## config.mk

```make
export PLATFORM = sky130hd
export DESIGN_NAME = task_fifo
export DESIGN_NICKNAME = d
export VERILOG_FILES = /design/src/rtl/task_pkg.sv /design/src/rtl/task_fifo_mem.sv /design/src/rtl/task_fifo.sv
export SDC_FILE = /design/constraint.sdc
export NUM_CORES = 1
export LEC_CHECK = 0
export CAP_MARGIN = 20
export CORE_ASPECT_RATIO = 1.4
export CORE_MARGIN = 2
export CORE_UTILIZATION = 58
export CTS_CLUSTER_SIZE = 25
export DETAILED_ROUTE_END_ITERATION = 10
export PLACE_DENSITY = 0.84
export SETUP_SLACK_MARGIN = 0.3
export SYNTH_ARGS = -nofsm -noshare
export SYNTH_HDL_FRONTEND = slang
export SYNTH_SLANG_ARGS = --single-unit
```

## constraint.sdc

```tcl
create_clock -name clk -period 5.3 [get_ports clk]
set_clock_uncertainty 0.2 [all_clocks]
set_input_delay 1.06 -clock clk [delete_from_list [all_inputs] [get_ports clk]]
set_output_delay 1.06 -clock clk [all_outputs]
set_load 0.05 [all_outputs]
```

## src/rtl/task_pkg.sv

```systemverilog
// Shared types and constants for the task record path between the serial
// receiver, the record FIFO and the minimization core.
package task_pkg;

  typedef struct packed {
    logic [0:31] data;
    logic [2:0]  capacity;
    logic [2:0]  error;
  } task_t;

  localparam logic [2:0] ERR_NONE  = 3'd0;
  localparam logic [2:0] ERR_DIGIT = 3'd1;
  localparam logic [2:0] ERR_COUNT = 3'd2;
  localparam logic [2:0] CAP_MIN   = 3'd3;
  localparam logic [2:0] CAP_MAX   = 3'd5;

endpackage

```

## src/rtl/task_fifo_mem.sv

```systemverilog
// Record storage: DEPTH slots of task_t, one synchronous write port and one
// asynchronous read port. Contents are deliberately left unreset.
module task_fifo_mem
  import task_pkg::*;
#(
  parameter int DEPTH = 4,
  localparam int PTR_W = $clog2(DEPTH)
) (
  input  logic             clk,
  input  logic             we,
  input  logic [PTR_W-1:0] waddr,
  input  task_t            wdata,
  input  logic [PTR_W-1:0] raddr,
  output task_t            rdata
);

  task_t mem_q [DEPTH];

  // Slot write on accepted push.
  always_ff @(posedge clk) begin
    if (we) begin
      mem_q[waddr] <= wdata;
    end
  end

  // Show-ahead read of the head slot.
  always_comb begin
    rdata = mem_q[raddr];
  end

endmodule

```

## src/rtl/task_fifo.sv

```systemverilog
// Show-ahead record FIFO: pushes on the rising edge of in_write, presents the
// head record over valid/ready and counts records dropped while full.
module task_fifo
  import task_pkg::*;
#(
  parameter int DEPTH  = 4,
  parameter int DROP_W = 8
) (
  input  logic                     clk,
  input  logic                     rst,
  input  logic [0:31]              in_data,
  input  logic [2:0]               in_capacity,
  input  logic [2:0]               in_error,
  input  logic                     in_write,
  output logic [0:31]              out_data,
  output logic [2:0]               out_capacity,
  output logic [2:0]               out_error,
  output logic                     out_valid,
  input  logic                     out_ready,
  output logic [$clog2(DEPTH):0]   count,
  output logic                     full,
  output logic                     empty,
  output logic                     overflow,
  output logic [DROP_W-1:0]        drop_cnt,
  input  logic                     ovf_clr
);

  localparam int PTR_W = $clog2(DEPTH);
  localparam int CNT_W = PTR_W + 1;

  logic              write_q, write_d;
  logic [PTR_W-1:0]  wr_ptr_q, wr_ptr_d;
  logic [PTR_W-1:0]  rd_ptr_q, rd_ptr_d;
  logic [CNT_W-1:0]  count_q, count_d;
  logic              full_q, full_d;
  logic              empty_q, empty_d;
  logic              overflow_q, overflow_d;
  logic [DROP_W-1:0] drop_cnt_q, drop_cnt_d;
  logic [DROP_W-1:0] drop_base_s;
  logic              push_s, pop_s, accept_s, drop_s;
  task_t             wr_rec_s, head_s;

  function automatic logic [DROP_W-1:0] sat_inc(input logic [DROP_W-1:0] v);
    if (v == {DROP_W{1'b1}}) begin
      return v;
    end else begin
      return v + DROP_W'(1);
    end
  endfunction

  task_fifo_mem #(.DEPTH(DEPTH)) u_mem (
    .clk   (clk),
    .we    (accept_s),
    .waddr (wr_ptr_q),
    .wdata (wr_rec_s),
    .raddr (rd_ptr_q),
    .rdata (head_s)
  );

  // Handshake decode, pointer/count update and drop accounting.
  always_comb begin
    write_d  = in_write;
    push_s   = in_write & ~write_q;
    pop_s    = ~empty_q & out_ready;
    // A pop in the same cycle frees the slot, so a push into a full FIFO is kept.
    accept_s = push_s & (~full_q | pop_s);
    drop_s   = push_s & full_q & ~pop_s;
    wr_rec_s = '{data: in_data, capacity: in_capacity, error: in_error};

    if (accept_s) begin
      wr_ptr_d = wr_ptr_q + PTR_W'(1);
    end else begin
      wr_ptr_d = wr_ptr_q;
    end

    if (pop_s) begin
      rd_ptr_d = rd_ptr_q + PTR_W'(1);
    end else begin
      rd_ptr_d = rd_ptr_q;
    end

    case ({accept_s, pop_s})
      2'b10:   count_d = count_q + CNT_W'(1);
      2'b01:   count_d = count_q - CNT_W'(1);
      default: count_d = count_q;
    endcase
    full_d  = (count_d == CNT_W'(DEPTH));
    empty_d = (count_d == CNT_W'(0));

    // Clear takes effect before a coincident drop is counted.
    if (ovf_clr) begin
      drop_base_s = {DROP_W{1'b0}};
    end else begin
      drop_base_s = drop_cnt_q;
    end
    if (drop_s) begin
      overflow_d = 1'b1;
      drop_cnt_d = sat_inc(drop_base_s);
    end else begin
      overflow_d = overflow_q & ~ovf_clr;
      drop_cnt_d = drop_base_s;
    end
  end

  // State registers; write_q resets high so a level held through reset never pushes.
  always_ff @(posedge clk or posedge rst) begin
    if (rst) begin
      write_q    <= 1'b1;
      wr_ptr_q   <= {PTR_W{1'b0}};
      rd_ptr_q   <= {PTR_W{1'b0}};
      count_q    <= {CNT_W{1'b0}};
      full_q     <= 1'b0;
      empty_q    <= 1'b1;
      overflow_q <= 1'b0;
      drop_cnt_q <= {DROP_W{1'b0}};
    end else begin
      write_q    <= write_d;
      wr_ptr_q   <= wr_ptr_d;
      rd_ptr_q   <= rd_ptr_d;
      count_q    <= count_d;
      full_q     <= full_d;
      empty_q    <= empty_d;
      overflow_q <= overflow_d;
      drop_cnt_q <= drop_cnt_d;
    end
  end

  // Head record, forced to zero while empty.
  always_comb begin
    if (empty_q) begin
      out_data     = 32'd0;
      out_capacity = 3'd0;
      out_error    = 3'd0;
    end else begin
      out_data     = head_s.data;
      out_capacity = head_s.capacity;
      out_error    = head_s.error;
    end
    out_valid = ~empty_q;
    count     = count_q;
    full      = full_q;
    empty     = empty_q;
    overflow  = overflow_q;
    drop_cnt  = drop_cnt_q;
  end

endmodule

```

==> reports/qor.csv, run 1 <==
stage,metric,value,unit
yosys,"EDFF count, synth",152,
routing,Starting DRT DRC Count,187,
sta,PnR worst setup slack,1072,ps
run_status,status,"complete, no violations",
placed_design,Port Buffers,95,
sta,relative slew slack,0.2872,
floorplanning,core area,11400,um^2
yosys,number of distinct library cells after synthesis,38,
clock_tree,H-tree levels,4,
cells_and_area,"commonest non-fill, non-tap cell in the layout",edfxtp_1,
grt,initial antenna violation count,0,
routing,Post-DRT Antenna Nets,0,
cells_and_area,layout cells sized above 1,0.1854,
grt,first-pass GRT wire length,19130,um
cells_and_area,Layout fillers,685,
power_and_ir_drop,P_sw,1.760,mW
grt,total congestion overflow,0,
routing,vias,3350,
clock_tree,setup bufs post-CTS,0,
critical_path,crit path capture,out_data[6],
grt,largest net degree at the start of global routing,40,
critical_path,Crit Path Max Fanout,22,
power_and_ir_drop,Pleak,2.867,nW
clock_tree,clock sink total,171,
critical_path,Setup crit end kind,output pin,
power_and_ir_drop,Max VDD drop,0.4583,mV
routing,Via density,5.611,
run,Max Cap Viol,0,
cells_and_area,Multi-input gate area,1598,um^2
power_and_ir_drop,Clock power frac,0.243,
yosys,sequential share of the synthesized area,0.7393,
floorplanning,Die W,95.65,um
critical_path,r2r setup slk,2560,ps
clock_tree,"Reg clk slew, reported paths",60,ps
yosys,"FF+latch count, synth",171,
floorplanning,I/O pin cnt,96,
clock_tree,Max clock buf depth,2,
power_and_ir_drop,Gate power share,0.391,
clock_tree,Root Driver,clkbuf_16,
critical_path,required time worst endpoint,4040,ps
yosys,Ys Warns,0,
clock_tree,Post-CTS Resized,0,
cells_and_area,Layout area overhead,23.50,%
placed_design,GP Congestion,0.7869,
yosys,syn avg cell area,20.12,um^2
yosys,Synth top area share,0.6692,
floorplanning,Die Ht,132.3,um
critical_path,worst r2r path cells,10,
critical_path,Worst Path Arrival,2970,ps
cells_and_area,Nets,490,
sta,max-slew violations,0,
power_and_ir_drop,Power Density,578.4,nW/um^2
critical_path,Reg2Reg Launch Point,empty,
floorplanning,site row count,46,
cells_and_area,register area,5045,um^2
yosys,Synth Cell Area,6820,um^2
floorplanning,Initial Util,0.5985,
grt,vias in the first global route,3655,
sta,max frequency,236.5,MHz
placed_design,pre-CTS setup slack,1425,ps
sta,final hold vios,0,
critical_path,crit start category,flip-flop,
routing,wire per inst,20.35,um
clock_tree,CTS tree,built,
power_and_ir_drop,Switching Fraction,0.3613,
placed_design,post-DP HPWL,7233,um
sta,period utilization,0.7977,
routing,drt total wl,12150,um
sta,Final Setup Violations,0,
clock_tree,TritonCTS Buffers,17,
routing,Pre-Repair DR Iteration Count,4,
routing,DRC viols,0,
critical_path,WS Path Type,flip-flop to output pin,
critical_path,worst reg2reg endpoint,full,
cells_and_area,Antenna diodes,0,
yosys,Synthesized Nets,389,
yosys,cell count after synthesis,339,
clock_tree,Clock Latency Late Sink,410,ps
grt,GR Util All Layers,0.2084,
power_and_ir_drop,sequential power share,0.366,
clock_tree,CTS Hold Bufs,0,
worst_hold_path,Hold Path Class,flip-flop to flip-flop,
yosys,"top cells by area, synth","edfxtp_1, mux4_2, dfrtp_1",
floorplanning,die footprint,12660,um^2
yosys,asr flop ratio synth,0.1111,
sta,Slew @ Worst Pin,1069,ps
yosys,Yosys top cell by area,edfxtp_1,
sta,min Tclk post-route,4228,ps
critical_path,worst setup path start,rd_ptr_q[0],
cells_and_area,most frequent cells in the layout,"edfxtp_1, clkdlybuf4s50_1, and2_1",
power_and_ir_drop,P_int,3.112,mW
sta,unrepaired setup endpoints after global routing,false,
yosys,Post-synth top flop,edfxtp_1,
sta,Fin Setup TNS,0,ps
registers in the layout, summed over array words and instances, names as in the netlist:
| register | cells |
|---|---|
| wr_ptr_q | 2 |
| empty | 1 |
| drop_cnt | 8 |
| count | 3 |
| write_q | 1 |
| full | 1 |
| rd_ptr_q | 2 |
| u_mem.mem_q | 152 |
| overflow | 1 |
Yosys cell counts, types with 3 or more instances:
cell type and count:
clkbuf_1 5, dfrtp_1 17, buf_12 4, ha_1 6
nor3_2 3, buf_2 3, nand2_1 6, mux4_2 38
inv_1 11, a21oi_1 3, nor2b_1 5, xor2_1 3
and3_1 4, and2_1 44, edfxtp_1 152, xnor2_1 6
routing by layer:
metal / track usage / vias to the layer above / share of wire
met5: 0 / - / 0
met4: 0.07302 / 0 / 0.016
met3: 0.05832 / 18 / 0.046
met2: 0.3582 / 88 / 0.56
met1: 0.2494 / 1718 / 0.38
li1: - / 1526 / -
cell type report:
class                           count  share of cell area
Tap cell                          144             0.02139
Multi-Input combinational cell    142              0.1897
Sequential cell                   171              0.5989
Clock buffer                       18             0.05095
Timing Repair Buffer               97              0.1171
Inverter                           11            0.004902
Clock inverter                     14             0.01708
kinds of logic (layout without fill, tap and decap cells):
| kind of cell | Yosys count | in the layout | share of synthesized area |
|---|---|---|---|
| AOI/OAI and AO/OA | 9 | 9 | 0.007705 |
| xor gates and xnor gates | 9 | 9 | 0.01156 |
| adders and majority gates | 7 | 7 | 0.01394 |
| buffers and inverters | 26 | 140 | 0.02715 |
| DFF | 171 | 171 | 0.7393 |
| muxes | 39 | 39 | 0.1271 |
| and+or+nand+nor | 78 | 78 | 0.07320 |
per-stage QoR:
| step | hold slack, ps | utilization | total power [mW] | cell area (um^2) | instances |
|---|---|---|---|---|---|
| CTS | 296.6 | 0.7378 | 4.914 | 8408 | 596 |
| finish | 289.4 | 0.7391 | 4.872 | 8423 | 597 |
| global placement | 268.1 | 0.6875 | 3.696 | 7835 | 564 |
| floorplan | 379.6 | - | 3.192 | 6820 | 339 |
| detailed placement | 279.3 | 0.6875 | 3.730 | 7835 | 564 |
| global route | 327.9 | 0.7391 | 5.060 | 8423 | 597 |
how the worst min path moves through the flow:
| stage | depth (start not counted) | end | slack (ps) | from |
|---|---|---|---|---|
| floorplan | 2 | wr_ptr_q[1] | 380 | wr_ptr_q[1] |
| global placement | 1 | overflow | 270 | overflow |
| detailed placement | 1 | overflow | 280 | overflow |
| CTS | 1 | overflow | 300 | overflow |
| global route | 1 | overflow | 330 | overflow |
| finish | 1 | overflow | 290 | overflow |
worst max-delay path, cell delays in order, from the launching register on:
cell	delay (ps)
dfrtp_2	790
buf_12	290
mux4_2	540
and2_1	210
clkdlybuf4s50_1	710
power by group through the flow:
| stage | sequential [mW] | clock [mW] | combinational [mW] |
|---|---|---|---|
| floorplan | 1.75 | 0 | 1.44 |
| global placement | 1.81 | 0 | 1.89 |
| global route | 1.81 | 1.25 | 2.00 |
| detailed placement | 1.82 | 0 | 1.91 |
| finish | 1.78 | 1.18 | 1.90 |
| CTS | 1.79 | 1.20 | 1.92 |
Note: power is estimated with default switching activity, not from simulation.
==> run 2, diff against run 1 <==
--- a/config.mk
+++ b/config.mk
@@ -8,10 +8,10 @@
 export CAP_MARGIN = 20
 export CORE_ASPECT_RATIO = 1.4
 export CORE_MARGIN = 2
-export CORE_UTILIZATION = 58
+export CORE_UTILIZATION = 54
 export CTS_CLUSTER_SIZE = 25
 export DETAILED_ROUTE_END_ITERATION = 10
-export PLACE_DENSITY = 0.84
+export PLACE_DENSITY = 0.79
 export SETUP_SLACK_MARGIN = 0.3
 export SYNTH_ARGS = -nofsm -noshare
 export SYNTH_HDL_FRONTEND = slang
==> constraint.sdc (replaced) <==
create_clock -name clk -period 3.9 [get_ports clk]
set_clock_uncertainty 0.2 [all_clocks]
set_input_delay 0.78 -clock clk [delete_from_list [all_inputs] [get_ports clk]]
set_output_delay 0.78 -clock clk [all_outputs]
set_load 0.05 [all_outputs]
==> reports/qor.csv, run 2 (synthesis gave the netlist of run 1 again) <==
stage,metric,value,unit
power_and_ir_drop,Max VDD drop,0.5068,mV
routing,Post-DRT Antenna Nets,0,
run_status,status,"complete, no violations",
worst_hold_path,Hold Path Class,flip-flop to flip-flop,
clock_tree,Clock Latency Late Sink,410,ps
power_and_ir_drop,Power Density,775.6,nW/um^2
critical_path,worst reg2reg endpoint,full,
routing,Via density,5.534,
sta,max-slew violations,0,
clock_tree,setup bufs post-CTS,0,
critical_path,crit start category,flip-flop,
sta,Slew @ Worst Pin,789.4,ps
cells_and_area,Nets,501,
cells_and_area,"commonest non-fill, non-tap cell in the layout",edfxtp_1,
placed_design,post-DP HPWL,7882,um
critical_path,r2r setup slk,1410,ps
critical_path,crit path capture,out_data[6],
floorplanning,Die Ht,137.0,um
critical_path,Setup crit end kind,output pin,
grt,largest net degree at the start of global routing,40,
critical_path,WS Path Type,flip-flop to output pin,
critical_path,worst r2r path cells,10,
routing,Starting DRT DRC Count,185,
placed_design,Port Buffers,95,
sta,relative slew slack,0.4731,
critical_path,Reg2Reg Launch Point,empty,
grt,initial antenna violation count,0,
cells_and_area,Largest register FFs,152,
sta,final hold vios,0,
routing,Pre-Repair DR Iteration Count,4,
sta,min Tclk post-route,3490,ps
routing,drt total wl,12630,um
grt,total congestion overflow,0,
sta,max frequency,286.6,MHz
floorplanning,die footprint,13560,um^2
run,Max Cap Viol,0,
clock_tree,CTS tree,built,
clock_tree,Root Driver,clkbuf_16,
cells_and_area,Layout area overhead,26.49,%
cells_and_area,Antenna diodes,0,
placed_design,pre-CTS setup slack,529.7,ps
clock_tree,CTS Hold Bufs,0,
placed_design,GP Congestion,0.7407,
cells_and_area,most frequent cells in the layout,"edfxtp_1, clkdlybuf4s50_1, and2_1",
routing,DRC viols,0,
critical_path,worst setup path start,rd_ptr_q[0],
clock_tree,clock sink total,171,
floorplanning,core area,12310,um^2
sta,Fin Setup TNS,0,ps
grt,GR Util All Layers,0.1988,
clock_tree,"Reg clk slew, reported paths",60,ps
floorplanning,site row count,48,
critical_path,Worst Path Arrival,2510,ps
sta,period utilization,0.8948,
cells_and_area,Layout fillers,780,
critical_path,Crit Path Max Fanout,24,
cells_and_area,Biggest register,u_mem.mem_q,
grt,first-pass GRT wire length,19750,um
clock_tree,TritonCTS Buffers,17,
power_and_ir_drop,Pleak,3.223,nW
floorplanning,I/O pin cnt,96,
sta,unrepaired setup endpoints after global routing,false,
critical_path,required time worst endpoint,2920,ps
routing,vias,3398,
sta,Final Setup Violations,0,
routing,wire per inst,20.56,um
grt,vias in the first global route,3672,
clock_tree,Max clock buf depth,2,
cells_and_area,layout cells sized above 1,0.2091,
clock_tree,H-tree levels,4,
floorplanning,Die W,98.98,um
floorplanning,Initial Util,0.5540,
sta,PnR worst setup slack,410.3,ps
==> run 2: cell types whose count changed in the layout (fill, tap and decap cells not counted), sizes merged <==
cell	change
clkbuf	-1
buf	+11
dlymetal6s2s	+27
clkdlybuf4s50	-27
bufinv	+1
inv	-2
clkinv	+2
==> run 2: metal layers <==
layer / track usage / share of wire / wire [um]
met4: 0.07686 / 0.023 / 295
met3: 0.06231 / 0.052 / 658
met1: 0.2383 / 0.39 / 4937
met2: 0.3378 / 0.53 / 6736
met5: 0 / 0 / 0
==> run 2: repair_timing <==
action,in CTS,in global routing
setup endpoints to repair,22,27
gates cloned,0,0
gates resized for setup,1,27
endpoints found under the hold margin,0,0
==> run 2: how the worst min path moves through the flow <==
stage | startpoint | endpoint | slack (ps) | cells past startpoint
final | overflow | overflow | 290 | 1
after global routing | overflow | overflow | 320 | 1
after CTS | overflow | overflow | 290 | 1
after detailed placement | overflow | overflow | 270 | 1
after global placement | overflow | overflow | 270 | 1
after floorplan | wr_ptr_q[1] | wr_ptr_q[1] | 380 | 2
==> run 2: cell type report <==
| type | count | area (um^2) | share of cell area |
|---|---|---|---|
| well taps | 150 | 187.7 | 0.02175 |
| flip-flops and latches | 171 | 5045 | 0.5848 |
| clock inverters | 15 | 172.7 | 0.02001 |
| inverters | 11 | 41.29 | 0.004786 |
| repair buffers | 108 | 1157 | 0.1342 |
| multi-input cells | 142 | 1598 | 0.1852 |
| clock buffers | 17 | 425.4 | 0.04931 |
==> run 2: critical path, cell delays in order, from the launching register on <==
cell,delay (ps)
dfrtp_2,370
buf_6,310
mux4_2,530
and2_1,180
clkdlybuf4s50_1,700
==> run 2: power by group <==
part           leakage [nW]  internal, mW  switching, mW
clock                 0.281          1.00          0.661
sequential             1.62          2.22         0.0976
combinational          1.32          1.07           1.64
==> run 2: metrics by stage <==
step	util	instance area (um^2)	instances	hold slack [ps]	total power, mW
floorplan	-	6820	339	379.6	4.337
global placement	0.6463	7958	582	268.9	5.053
detailed placement	0.6463	7958	582	272.4	5.101
CTS	0.6952	8559	614	291.3	6.788
global route	0.7007	8627	614	318.9	6.969
finish	0.7007	8627	614	288.1	6.691
==> run 3, diff against run 2 <==
--- a/config.mk
+++ b/config.mk
@@ -8,11 +8,10 @@
 export CAP_MARGIN = 20
 export CORE_ASPECT_RATIO = 1.4
 export CORE_MARGIN = 2
-export CORE_UTILIZATION = 54
+export CORE_UTILIZATION = 49
 export CTS_CLUSTER_SIZE = 25
 export DETAILED_ROUTE_END_ITERATION = 10
-export PLACE_DENSITY = 0.79
-export SETUP_SLACK_MARGIN = 0.3
+export PLACE_DENSITY = 0.72
 export SYNTH_ARGS = -nofsm -noshare
 export SYNTH_HDL_FRONTEND = slang
 export SYNTH_SLANG_ARGS = --single-unit
==> constraint.sdc (replaced) <==
create_clock -name clk -period 3.18 [get_ports clk]
set_clock_uncertainty 0.2 [all_clocks]
set_input_delay 0.636 -clock clk [delete_from_list [all_inputs] [get_ports clk]]
set_output_delay 0.636 -clock clk [all_outputs]
set_load 0.05 [all_outputs]
==> reports/qor.csv, run 3 (synthesis gave the netlist of run 1 again) <==
stage,metric,value,unit
routing,Pre-Repair DR Iteration Count,4,
run,Max Cap Viol,0,
floorplanning,I/O pin cnt,96,
cells_and_area,Nets,501,
cells_and_area,Multi-input gate area,1598,um^2
worst_hold_path,Hold Path Class,flip-flop to flip-flop,
routing,Starting DRT DRC Count,183,
grt,total congestion overflow,0,
sta,unrepaired setup endpoints after global routing,false,
floorplanning,Initial Util,0.4948,
sta,Slew @ Worst Pin,732.4,ps
clock_tree,Post-CTS Resized,0,
critical_path,worst reg2reg endpoint,full,
grt,first-pass GRT wire length,19020,um
sta,Fin Setup TNS,0,ps
critical_path,crit start category,flip-flop,
clock_tree,setup bufs post-CTS,0,
placed_design,post-DP HPWL,7485,um
worst_hold_path,hold worst-path end,overflow,
critical_path,WS Path Type,flip-flop to output pin,
sta,min Tclk post-route,2913,ps
sta,final hold vios,0,
floorplanning,core area,13780,um^2
clock_tree,Clock Latency Late Sink,410,ps
cells_and_area,"commonest non-fill, non-tap cell in the layout",edfxtp_1,
routing,vias,3394,
routing,Via density,5.230,
worst_hold_path,hold path cells,1,
sta,max-slew violations,0,
critical_path,Crit Path Max Fanout,38,
critical_path,Reg2Reg Launch Point,empty,
sta,relative slew slack,0.5112,
power_and_ir_drop,Pleak,3.021,nW
cells_and_area,Biggest register,u_mem.mem_q,
routing,Post-DRT Antenna Nets,0,
floorplanning,site row count,51,
clock_tree,CTS tree,built,
cells_and_area,register area,5045,um^2
clock_tree,"Reg clk slew, reported paths",70,ps
grt,initial antenna violation count,0,
critical_path,required time worst endpoint,2340,ps
clock_tree,Max clock buf depth,2,
clock_tree,H-tree levels,4,
critical_path,worst r2r path cells,10,
clock_tree,CTS Hold Bufs,0,
placed_design,pre-CTS setup slack,31.41,ps
cells_and_area,Layout area overhead,26.53,%
cells_and_area,Antenna diodes,0,
cells_and_area,most frequent cells in the layout,"edfxtp_1, clkdlybuf4s50_1, and2_1",
placed_design,Port Buffers,95,
routing,DRC viols,0,
clock_tree,clock sink total,171,
power_and_ir_drop,Max VDD drop,0.5186,mV
floorplanning,Die Ht,143.6,um
critical_path,Worst Path Arrival,2080,ps
power_and_ir_drop,Power Density,967.9,nW/um^2
grt,vias in the first global route,3564,
floorplanning,Die W,103.7,um
grt,GR Util All Layers,0.1713,
cells_and_area,layout cells sized above 1,0.2931,
sta,period utilization,0.9161,
run_status,status,"complete, no violations",
sta,Final Setup Violations,0,
critical_path,r2r setup slk,730,ps
cells_and_area,Layout fillers,1015,
routing,wire per inst,18.52,um
sta,PnR worst setup slack,266.8,ps
clock_tree,TritonCTS Buffers,17,
floorplanning,die footprint,14890,um^2
cells_and_area,Largest register FFs,152,
clock_tree,Root Driver,clkbuf_16,
critical_path,Setup crit end kind,output pin,
sta,max frequency,343.3,MHz
placed_design,GP Congestion,0.7487,
grt,largest net degree at the start of global routing,40,
worst_hold_path,HP Start,overflow,
routing,drt total wl,12020,um
run 3: routing by layer:
metal	part of all wire	track usage
met5	0	0
met4	0.010	0.05761
met3	0.045	0.04898
met2	0.53	0.3029
met1	0.41	0.2039
run 3: final cells by class:
| cell class | count | share of cell area |
|---|---|---|
| clock buffers | 19 | 0.05017 |
| clock inverters | 13 | 0.01653 |
| inverters | 11 | 0.004785 |
| multi-input cells | 142 | 0.1852 |
| flip-flops and latches | 171 | 0.5846 |
| well taps | 185 | 0.02682 |
| repair buffers | 108 | 0.1319 |
run 3: power by group:
| part | switching (mW) | internal [mW] | total, mW |
|---|---|---|---|
| combinational | 2.04 | 1.49 | 3.53 |
| sequential | 0.136 | 2.72 | 2.85 |
| clock | 0.811 | 1.16 | 1.97 |
| total | 2.99 | 5.36 | 8.35 |
run 3: worst max path at each step:
stage,cells past startpoint,startpoint,to
floorplan,3,in_write,u_mem.mem_q[0][0]
detailed placement,11,in_write,full
global placement,11,in_write,full
global route,4,rd_ptr_q[0],out_data[9]
finish,4,rd_ptr_q[0],out_data[9]
CTS,4,rd_ptr_q[0],out_data[26]
run 3: critical path, stage by stage, from the launching register on:
cell     delay [ps]
dfrtp_2         410
buf_12          320
mux4_2          560
and2_1          180
buf_4           180
run 3: metrics by stage:
step / total power, mW / hold slack [ps] / instances / cell area [um^2] / utilization
final: 8.352 / 297.7 / 649 / 8630 / 0.6261
after global routing: 8.696 / 329.7 / 649 / 8630 / 0.6261
after CTS: 8.453 / 304.6 / 649 / 8630 / 0.6261
after detailed placement: 6.473 / 285.2 / 617 / 8054 / 0.5843
after global placement: 6.423 / 272.5 / 617 / 8054 / 0.5843
after floorplan: 5.319 / 379.6 / 339 / 6820 / -
